`config.mk`:
```
export PLATFORM = sky130hd
export DESIGN_NAME = any1_bitfield_packer
export DESIGN_NICKNAME = d
export VERILOG_FILES = /design/src/rtl/any1_pkg.sv /design/src/rtl/any1_bfmask.sv /design/src/rtl/any1_bitfield_packer.sv
export SDC_FILE = /design/constraint.sdc
export NUM_CORES = 1
export LEC_CHECK = 0
export ABC_AREA = 1
export BUFFER_PORTS_ARGS = -buffer_cell sky130_fd_sc_hd__buf_2
export CAP_MARGIN = 20
export CORE_MARGIN = 5
export CORE_UTILIZATION = 41
export CTS_CLUSTER_SIZE = 40
export DETAILED_ROUTE_END_ITERATION = 6
export PLACE_DENSITY = 0.59
export SLEW_MARGIN = 5
export SYNTH_ARGS = -nofsm -noshare
export SYNTH_HDL_FRONTEND = slang
export SYNTH_SLANG_ARGS = --single-unit
```
`constraint.sdc`:
```
create_clock -name clk_i -period 3.15 [get_ports clk_i]
set_clock_uncertainty 0.2 [all_clocks]
set_input_delay 0.63 -clock clk_i [delete_from_list [all_inputs] [get_ports clk_i]]
set_output_delay 0.63 -clock clk_i [all_outputs]
set_load 0.01 [all_outputs]
```
`src/rtl/any1_pkg.sv`:
```
// Shared types and constants for the bitfield packer datapath.
package any1_pkg;

  localparam int PACK_FILL_W = 7;
  localparam int PACK_ACC_W  = 128;

  typedef enum logic [0:0] {
    EMPTY = 1'b0,
    HOLD  = 1'b1
  } PackOutState;

endpackage

```
`src/rtl/any1_bfmask.sv`:
```
// Low-order mask generator: sets bits [wid_m1:0] of a 64-bit word.
module any1_bfmask (
  input  logic [5:0]  wid_m1,
  output logic [63:0] mask
);

  // Right-shift an all-ones word so exactly wid_m1+1 ones remain.
  always_comb begin
    mask = 64'hFFFF_FFFF_FFFF_FFFF >> (7'd63 - {1'b0, wid_m1});
  end

endmodule

```
`src/rtl/any1_bitfield_packer.sv`:
```
// Packs a stream of 1..64-bit fields LSB-first into 64-bit words;
// a flush emits the residual partial word tagged with its bit count.
module any1_bitfield_packer
  import any1_pkg::*;
#(
  parameter int DWIDTH = 64
) (
  input  logic                   rst_i,
  input  logic                   clk_i,
  input  logic                   in_valid_i,
  output logic                   in_ready_o,
  input  logic [DWIDTH-1:0]      in_val_i,
  input  logic [5:0]             in_wid_i,
  input  logic                   flush_i,
  output logic                   flush_done_o,
  output logic                   out_valid_o,
  input  logic                   out_ready_i,
  output logic [DWIDTH-1:0]      out_data_o,
  output logic [PACK_FILL_W-1:0] out_bits_o,
  output logic                   out_last_o
);

  PackOutState                state_r;
  PackOutState                state_nxt_s;
  logic [PACK_ACC_W-1:0]      acc_r;
  logic [PACK_ACC_W-1:0]      acc_nxt_s;
  logic [PACK_ACC_W-1:0]      acc_sum_s;
  logic [PACK_FILL_W-1:0]     fill_r;
  logic [PACK_FILL_W-1:0]     fill_nxt_s;
  logic [PACK_FILL_W-1:0]     nf_s;
  logic [PACK_FILL_W-1:0]     w_s;
  logic [63:0]                fmask_s;
  logic [63:0]                zmask_s;
  logic [5:0]                 fill_m1_s;
  logic                       in_ready_s;
  logic                       fld_acc_s;
  logic                       flush_acc_s;
  logic                       load_s;
  logic [63:0]                ld_data_s;
  logic [PACK_FILL_W-1:0]     ld_bits_s;
  logic                       ld_last_s;
  logic [DWIDTH-1:0]          out_data_r;
  logic [PACK_FILL_W-1:0]     out_bits_r;
  logic                       out_last_r;
  logic                       flush_done_r;

  // fill_m1 wraps when fill is 0; the flush path never uses the mask then.
  assign fill_m1_s = fill_r[5:0] - 6'd1;

  any1_bfmask u_field_mask (
    .wid_m1 (in_wid_i),
    .mask   (fmask_s)
  );

  any1_bfmask u_flush_mask (
    .wid_m1 (fill_m1_s),
    .mask   (zmask_s)
  );

  // Handshake, accept qualification and accumulator next-state.
  always_comb begin
    in_ready_s  = (state_r == EMPTY) | out_ready_i;
    fld_acc_s   = in_valid_i & in_ready_s;
    flush_acc_s = flush_i & ~in_valid_i & in_ready_s;
    w_s         = {1'b0, in_wid_i} + 7'd1;
    nf_s        = fill_r + w_s;
    acc_sum_s   = acc_r | ({64'd0, in_val_i & fmask_s} << fill_r);
    acc_nxt_s   = acc_r;
    fill_nxt_s  = fill_r;
    load_s      = 1'b0;
    ld_data_s   = 64'd0;
    ld_bits_s   = 7'd0;
    ld_last_s   = 1'b0;
    if (fld_acc_s) begin
      if (nf_s >= 7'd64) begin
        load_s     = 1'b1;
        ld_data_s  = acc_sum_s[63:0];
        ld_bits_s  = 7'd64;
        acc_nxt_s  = {64'd0, acc_sum_s[127:64]};
        fill_nxt_s = nf_s - 7'd64;
      end else begin
        acc_nxt_s  = acc_sum_s;
        fill_nxt_s = nf_s;
      end
    end else if (flush_acc_s) begin
      if (fill_r != 7'd0) begin
        load_s    = 1'b1;
        ld_data_s = acc_r[63:0] & zmask_s;
        ld_bits_s = fill_r;
        ld_last_s = 1'b1;
      end else begin
        load_s    = 1'b0;
      end
      acc_nxt_s  = {PACK_ACC_W{1'b0}};
      fill_nxt_s = 7'd0;
    end else begin
      load_s = 1'b0;
    end
  end

  // Output-register FSM next state.
  always_comb begin
    state_nxt_s = state_r;
    case (state_r)
      EMPTY: begin
        if (load_s) begin
          state_nxt_s = HOLD;
        end else begin
          state_nxt_s = EMPTY;
        end
      end
      HOLD: begin
        if (load_s) begin
          state_nxt_s = HOLD;
        end else if (out_ready_i) begin
          state_nxt_s = EMPTY;
        end else begin
          state_nxt_s = HOLD;
        end
      end
      default: state_nxt_s = EMPTY;
    endcase
  end

  // State, accumulator and output registers.
  always_ff @(posedge clk_i) begin
    if (rst_i) begin
      state_r      <= EMPTY;
      acc_r        <= {PACK_ACC_W{1'b0}};
      fill_r       <= 7'd0;
      out_data_r   <= {DWIDTH{1'b0}};
      out_bits_r   <= 7'd0;
      out_last_r   <= 1'b0;
      flush_done_r <= 1'b0;
    end else begin
      state_r      <= state_nxt_s;
      acc_r        <= acc_nxt_s;
      fill_r       <= fill_nxt_s;
      flush_done_r <= flush_acc_s;
      if (load_s) begin
        out_data_r <= ld_data_s;
        out_bits_r <= ld_bits_s;
        out_last_r <= ld_last_s;
      end else begin
        out_data_r <= out_data_r;
        out_bits_r <= out_bits_r;
        out_last_r <= out_last_r;
      end
    end
  end

  // Port outputs; in_ready is the lone combinational path from out_ready.
  always_comb begin
    out_valid_o  = (state_r == HOLD);
    in_ready_o   = ~out_valid_o | out_ready_i;
    out_data_o   = out_data_r;
    out_bits_o   = out_bits_r;
    out_last_o   = out_last_r;
    flush_done_o = flush_done_r;
  end

endmodule

```
==> results of run 1 <==
## where the power goes
group	total (mW)	switching, mW	internal, mW
registers	3.07	0.176	2.90
logic	5.63	3.84	1.79
clock network	2.91	1.24	1.67
total	11.6	5.26	6.36
## stage by stage
step                setup slack (ps)  utilization
floorplan                        123            -
global placement                -301        0.484
detailed placement              -315        0.484
CTS                              152        0.505
global route                   0.189        0.508
finish                          99.0        0.508
## metal layers
layer	share of wire	wire, um	global-route usage	vias up
li1	-	-	-	9824
met1	0.42	35000	0.518	9891
met2	0.44	36900	0.599	1200
met3	0.10	8410	0.0662	185
met4	0.042	3530	0.131	4
met5	0.00030	25	0	-
## layout make-up
cell class                      instances  area [um^2]  share of cell area
Clock buffer                           36          717              0.0366
Sequential cell                       209         4190               0.214
Tap cell                              518          648              0.0331
Multi-Input combinational cell       2160        10300               0.525
Timing Repair Buffer                  399         3020               0.154
Inverter                              171          647              0.0330
Clock inverter                         10         86.3             0.00441
## cell families after synthesis
family	after synthesis
flip-flops	209
adder cells (fa/ha/maj)	11
buffers and inverters	372
AND/OR/NAND/NOR	1757
AO/OA/AOI/OAI	389
XOR/XNOR	3
## worst max path at each step
stage / cells after the start / slack (ps) / endpoint / startpoint
final: 12 / 100 / out_data_o[21] / fill_r[1]
after global routing: 18 / 0.2 / out_data_o[41] / fill_r[0]
after CTS: 16 / 150 / out_data_o[58] / fill_r[0]
after detailed placement: 17 / -320 / out_data_o[58] / in_wid_i[0]
after global placement: 17 / -300 / acc_r[2] / in_wid_i[0]
after floorplan: 18 / 120 / out_data_o[23] / fill_r[0]
## synth_stat cells (all sizes together), types with 2 or more instances
cell    instances  area share
nand3         785        0.25
a31oi          44       0.017
o311ai          2      0.0011
o21bai         38       0.018
clkinv          3     0.00071
clkbuf         84       0.020
o31ai          11      0.0052
o21ai          83       0.026
nand4          58       0.023
buf           117       0.032
nand2         805        0.19
inv           168       0.040
ha             10      0.0079
o22ai           5      0.0020
o211ai         21      0.0099
o41ai           2      0.0011
nor2           96       0.025
a21boi          7      0.0033
nor3            5      0.0019
dfxtp         209        0.26
xor2            3      0.0021
a31o            5      0.0028
nand3b          7      0.0033
a22oi          10      0.0047
a22o            2      0.0011
a21oi         156       0.049
## registers in the layout, indices dropped and copies added (netlist names)
| name | cells |
|---|---|
| acc_r | 128 |
| out_data_o | 64 |
| fill_r | 7 |
| out_bits_o | 7 |
| flush_done_o | 1 |
| out_last_o | 1 |
| out_valid_o | 1 |
## worst max-delay path, cell delays in order (launching register included)
cell     delay (ps)
dfxtp_2         330
inv_2            90
buf_12          280
ha_1            320
inv_1            70
ha_1            330
inv_1           100
nor2_1           50
o21ai_0         660
buf_4           220
nand2_1          60
nand3_1          70
a31oi_1          80
## repair_timing
action | 4_1_cts | 5_1_grt
endpoints found under the setup margin | 0 | 52
buffers inserted | 0 | 1
hold endpoints to repair | 0 | 0
gates resized for setup | 0 | 7
==> run metrics, run 1 <==
post-synthesis register bit count 209; Yosys warning count 0; clk buf depth 3; status finished, final reports clean; Die W approximately 210 um; post-DP HPWL 64.5 mm; leakage 8.87 nW; Starting Density 0.412; Setup crit end kind flip-flop; per-cell routed wire length roughly 24 um; Syn Nets approximately 2,800; Hold Startpoint acc_r[119]; FMAX between 300 and 400 MHz; Max Slew Vio Count 0; post-synthesis async set-or-reset flop share 0; period utilisation layout 0.969; worst hold slack around 260 ps; largest family of logic cells by synthesized area simple AND/OR/NAND/NOR gates; clock buffer count from CTS 25; die height about 210 um; NumNets Final between 3,000 and 4,000; Pwr Total ~12 mW; sequential-to-total area share from yosys stat 0.263; Endpoint, Worst Hold acc_r[119]; WL final 83.9 mm; die area about 43,000 um^2; share of post-route cells with drive strength above 1 0.162; gpl congestion between 1 and 1.5; clock root cell clkbuf_16; reg-to-reg setup timing slack approximately 99 ps; clock latency on the worst-skew pair 540 ps; Cell Area, Placed 18,700 um^2; area of the mapped netlist between 15,000 and 20,000 um^2; grt ovf 0; worst path required time ~3300 ps; Worst Hold Class reg -> reg; Inst Count DP 3,453; Setup CP Type reg -> reg; Total GRT Usage 0.377; via count around 21,000; Avg Inst Size Synth 5.80 um^2; Detail Route Antenna Nets 0; xor and xnor fraction of the mapped netlist area 0.00212; Synth Area in Compound Gates 0.143; row count 72; minimum clock period around 3000 ps; hold path depth 2; Setup Viol. Count Final 0; Clock Sink Count 209; Synth Area in Adders 0.00913; Critical R2R Launch fill_r[1]; # IOs 150; core area slightly below 40,000 um^2; worst r2r path cells 12; final antenna diode count 0; DR iter-0 viols 2,930; number of port buffers roughly 150; synthesized-area fraction occupied by and/or/nand/nor cells 0.490; Hold Fails Final Rpt 0; post-route setup TNS 0 ps; crit path max fanout about 70; Max-slew headroom 0.362; DRC viols 0; commonest non-fill, non-tap cell in the layout nand2_1; startpoint types flip-flop; Synth Instances 2,741; CTS tree built; antenna violations before repair 2; largest net degree at the start of global routing 153; vias in the first global route just under 20,000; mux cell area share after synthesis 0; final std cell area, no fill between 15,000 and 20,000 um^2; global-route wire length before repair 122 mm; worst r2r dst out_data_o[21]; DR vias/cell 6.02; CTS clk-pin slew, worst paths approximately 60 ps; Synth cell types 42; Cell Pwr Density 593 nW/um^2; Max H-tree Level 1; Post-synth EDFFs 0; Area Growth Syn to Fin 23.2%; largest vdd supply drop 0.000448 V; drt first pass iters 6; Max Cap Viol 0; Layout Cells excl Fill about 3,500; RSZ-0062 raised after global routing false; hold buffers post-CTS 0; most frequent cells in the layout nand2_1, nand3_1, buf_4; Worst Tran Pin Value 956 ps; Filler Cell Count between 4,000 and 5,000; Post-synth top flop dfxtp_1; data arrival time of the critical path around 3200 ps
No activity file was read; power rests on OpenSTA's default activity.
==> inputs of run 2 (changes only) <==
CORE_UTILIZATION = 42   (was 41)
PLACE_DENSITY = 0.6   (was 0.59)
==> run 2 against run 1 <==
Effect of this change: maximum frequency is 0.97% higher; first-iteration DRC count decreased by 6.3%; combinational power shrank 3%; highest routed layer is now met4; via count shrank 0.96%.
==> run metrics, run 2 (synthesized netlist as in run 1, its figures left out) <==
status finished, final reports clean (unchanged); Most flops, register acc_r (unchanged); Detail Route Antenna Nets 0 (unchanged); Resized cells post-CTS 0 (unchanged); most frequent cells in the layout nand2_1, nand3_1, buf_4 (unchanged); Largest register FFs 128 (unchanged); Pwr Total 11.5 mW (was 11.6 mW); multi-input logic area 10,300 um^2 (about the same); Setup CP Type reg -> reg (unchanged); Worst Hold Class reg -> reg (unchanged); Area Growth Syn to Fin 22.6% (was 23.2%); Hold Fails Final Rpt 0 (unchanged); Max H-tree Level 1 (unchanged); CTS clk-pin slew, worst paths 60 ps (about the same); CTS tree built (unchanged); core area 37,500 um^2 (was 38,600 um^2); leakage 8.80 nW (was 8.87 nW); Filler Cell Count 3,980 (was 4,107); Total GRT Usage 0.377 (about the same); hold buffers post-CTS 0 (unchanged); Post-Place Worst Slack -366 ps (was -315 ps); Net Sw Power 5.06 mW (was 5.26 mW); die area 41,900 um^2 (was 42,800 um^2); Seq pwr share 0.267 (was 0.264); NumNets Final 3,044 (was 3,052); Endpoint, Worst Hold out_bits_o[5] (was acc_r[119]); row count 71 (was 72); Starting Density 0.424 (was 0.412); worst hold slack 257 ps (was 260 ps); reg-to-reg setup timing slack 130 ps (was 100 ps); die height 205 um (was 207 um); per-cell routed wire length 23.3 um (was 23.9 um); worst r2r dst out_data_o[5] (was out_data_o[21]); largest net degree at the start of global routing 153 (unchanged); Layout Cells excl Fill 3,485 (was 3,503); clock root cell clkbuf_16 (unchanged); crit path max fanout 69 (unchanged); antenna violations before repair 1 (was 2); Cell Pwr Density 589 nW/um^2 (was 593 nW/um^2); Die W 205 um (was 207 um); Hold Startpoint out_bits_o[5] (was acc_r[119]); clock latency on the worst-skew pair 540 ps (about the same); hold path depth 2 (unchanged); Clock Sink Count 209 (unchanged); FF+latch area 4190 um^2 (unchanged); Setup crit end kind flip-flop (unchanged); switching share of total power 0.441 (was 0.453); Clock Power Share 0.259 (was 0.251); gpl congestion 1.04 (was 1.06); RSZ-0062 raised after global routing false (unchanged); DRC viols 0 (unchanged); worst r2r path cells 13 (was 12); Final WS setup 128 ps (was 99.0 ps); Inst Count DP 3,443 (was 3,453); grt ovf 0 (unchanged); via count 20,900 (was 21,100); clock buffer count from CTS 24 (was 25); data arrival time of the critical path 3200 ps (was 3240 ps); Internal 6.42 mW (was 6.36 mW); Worst Tran Pin Value 846 ps (was 956 ps); largest vdd supply drop 0.000382 V (was 0.000448 V); period utilisation layout 0.959 (was 0.969); vias in the first global route 19,200 (was 19,300); Max-slew headroom 0.436 (was 0.362); minimum clock period 3020 ps (was 3050 ps); commonest non-fill, non-tap cell in the layout nand2_1 (unchanged); post-CTS setup buffers 0 (unchanged); post-DP HPWL 63.0 mm (was 64.5 mm); Critical R2R Launch fill_r[1] (unchanged); share of post-route cells with drive strength above 1 0.159 (was 0.162); worst path required time 3320 ps (was 3340 ps); clk buf depth 3 (unchanged); DR iter-0 viols 2,745 (was 2,930); Setup Viol. Count Final 0 (unchanged); global-route wire length before repair 121 mm (was 122 mm); WL final 81.3 mm (was 83.9 mm); Finished Core Util 0.520 (was 0.508); Max Slew Vio Count 0 (unchanged); startpoint types flip-flop (unchanged); # IOs 150 (unchanged); DR vias/cell 6.00 (was 6.02); combinational share of power 0.474 (was 0.485); drt first pass iters 6 (unchanged); number of port buffers 149 (unchanged); FMAX 331 MHz (was 328 MHz); Max Cap Viol 0 (unchanged)
==> run 2: changes by cell type in the layout (fill, tap and decap cells not counted), moves of 2 or more <==
cell,before,now
clkbuf_16,28,25
a21oi_1,154,152
bufinv_16,1,3
clkinv_4,0,2
inv_6,4,0
clkinv_2,6,2
buf_4,220,217
a21oi_2,2,4
==> run 2: per-stage QoR <==
| step | setup TNS (ps) | cell area, um^2 |
|---|---|---|
| after floorplan | 0 | 15900 |
| final | 0 | 19500 |
| after CTS | 0 | 19500 |
| after global placement | -39060 | 18700 |
| after global routing | 0 | 19500 |
| after detailed placement | -40360 | 18700 |
==> run 2: worst max path at each step <==
stage          depth (start not counted)             end   startpoint
3_3_place_gp                          19       acc_r[63]  in_wid_i[0]
4_1_cts                               17  out_data_o[23]    fill_r[0]
3_5_place_dp                          18  out_data_o[23]  in_wid_i[0]
5_1_grt                               18       acc_r[35]    fill_r[0]
2_1_floorplan                         18  out_data_o[23]    fill_r[0]
6_report                              13   out_data_o[5]    fill_r[1]
==> run 2: per-layer routing <==
| metal | wire length (um) | global-route usage |
|---|---|---|
| met4 | 3410 | 0.129 |
| met5 | 0 | 0 |
| met3 | 7360 | 0.0551 |
| met1 | 34500 | 0.527 |
| met2 | 36100 | 0.596 |
==> run 2: area by class of cell <==
type                    count  share of cell area
diodes                      1            0.000128
clock buffers              34              0.0359
clock inverters             7             0.00603
repair buffers            392               0.149
inverters                 171              0.0330
multi-input cells        2160               0.528
flip-flops and latches    209               0.215
well taps                 511              0.0328
==> run 2: power groups by stage <==
stage	logic (mW)	registers, mW	clock network [mW]
after floorplan	2.88	3.09	0
after global placement	5.24	3.12	0
after detailed placement	5.26	3.12	0
after CTS	5.28	3.06	2.99
after global routing	5.82	3.09	3.09
final	5.45	3.07	2.97
==> run 2: worst max-delay path, stage by stage, from the launching register on <==
cell      delay, ps
dfxtp_2         340
inv_2            90
buf_12          290
ha_1            340
nand2_1         130
inv_1           110
nand2_1          60
nand2_1         120
clkinv_1        210
nor2_1          140
inv_1            60
o311ai_0        470
buf_4           200
a31oi_1          80
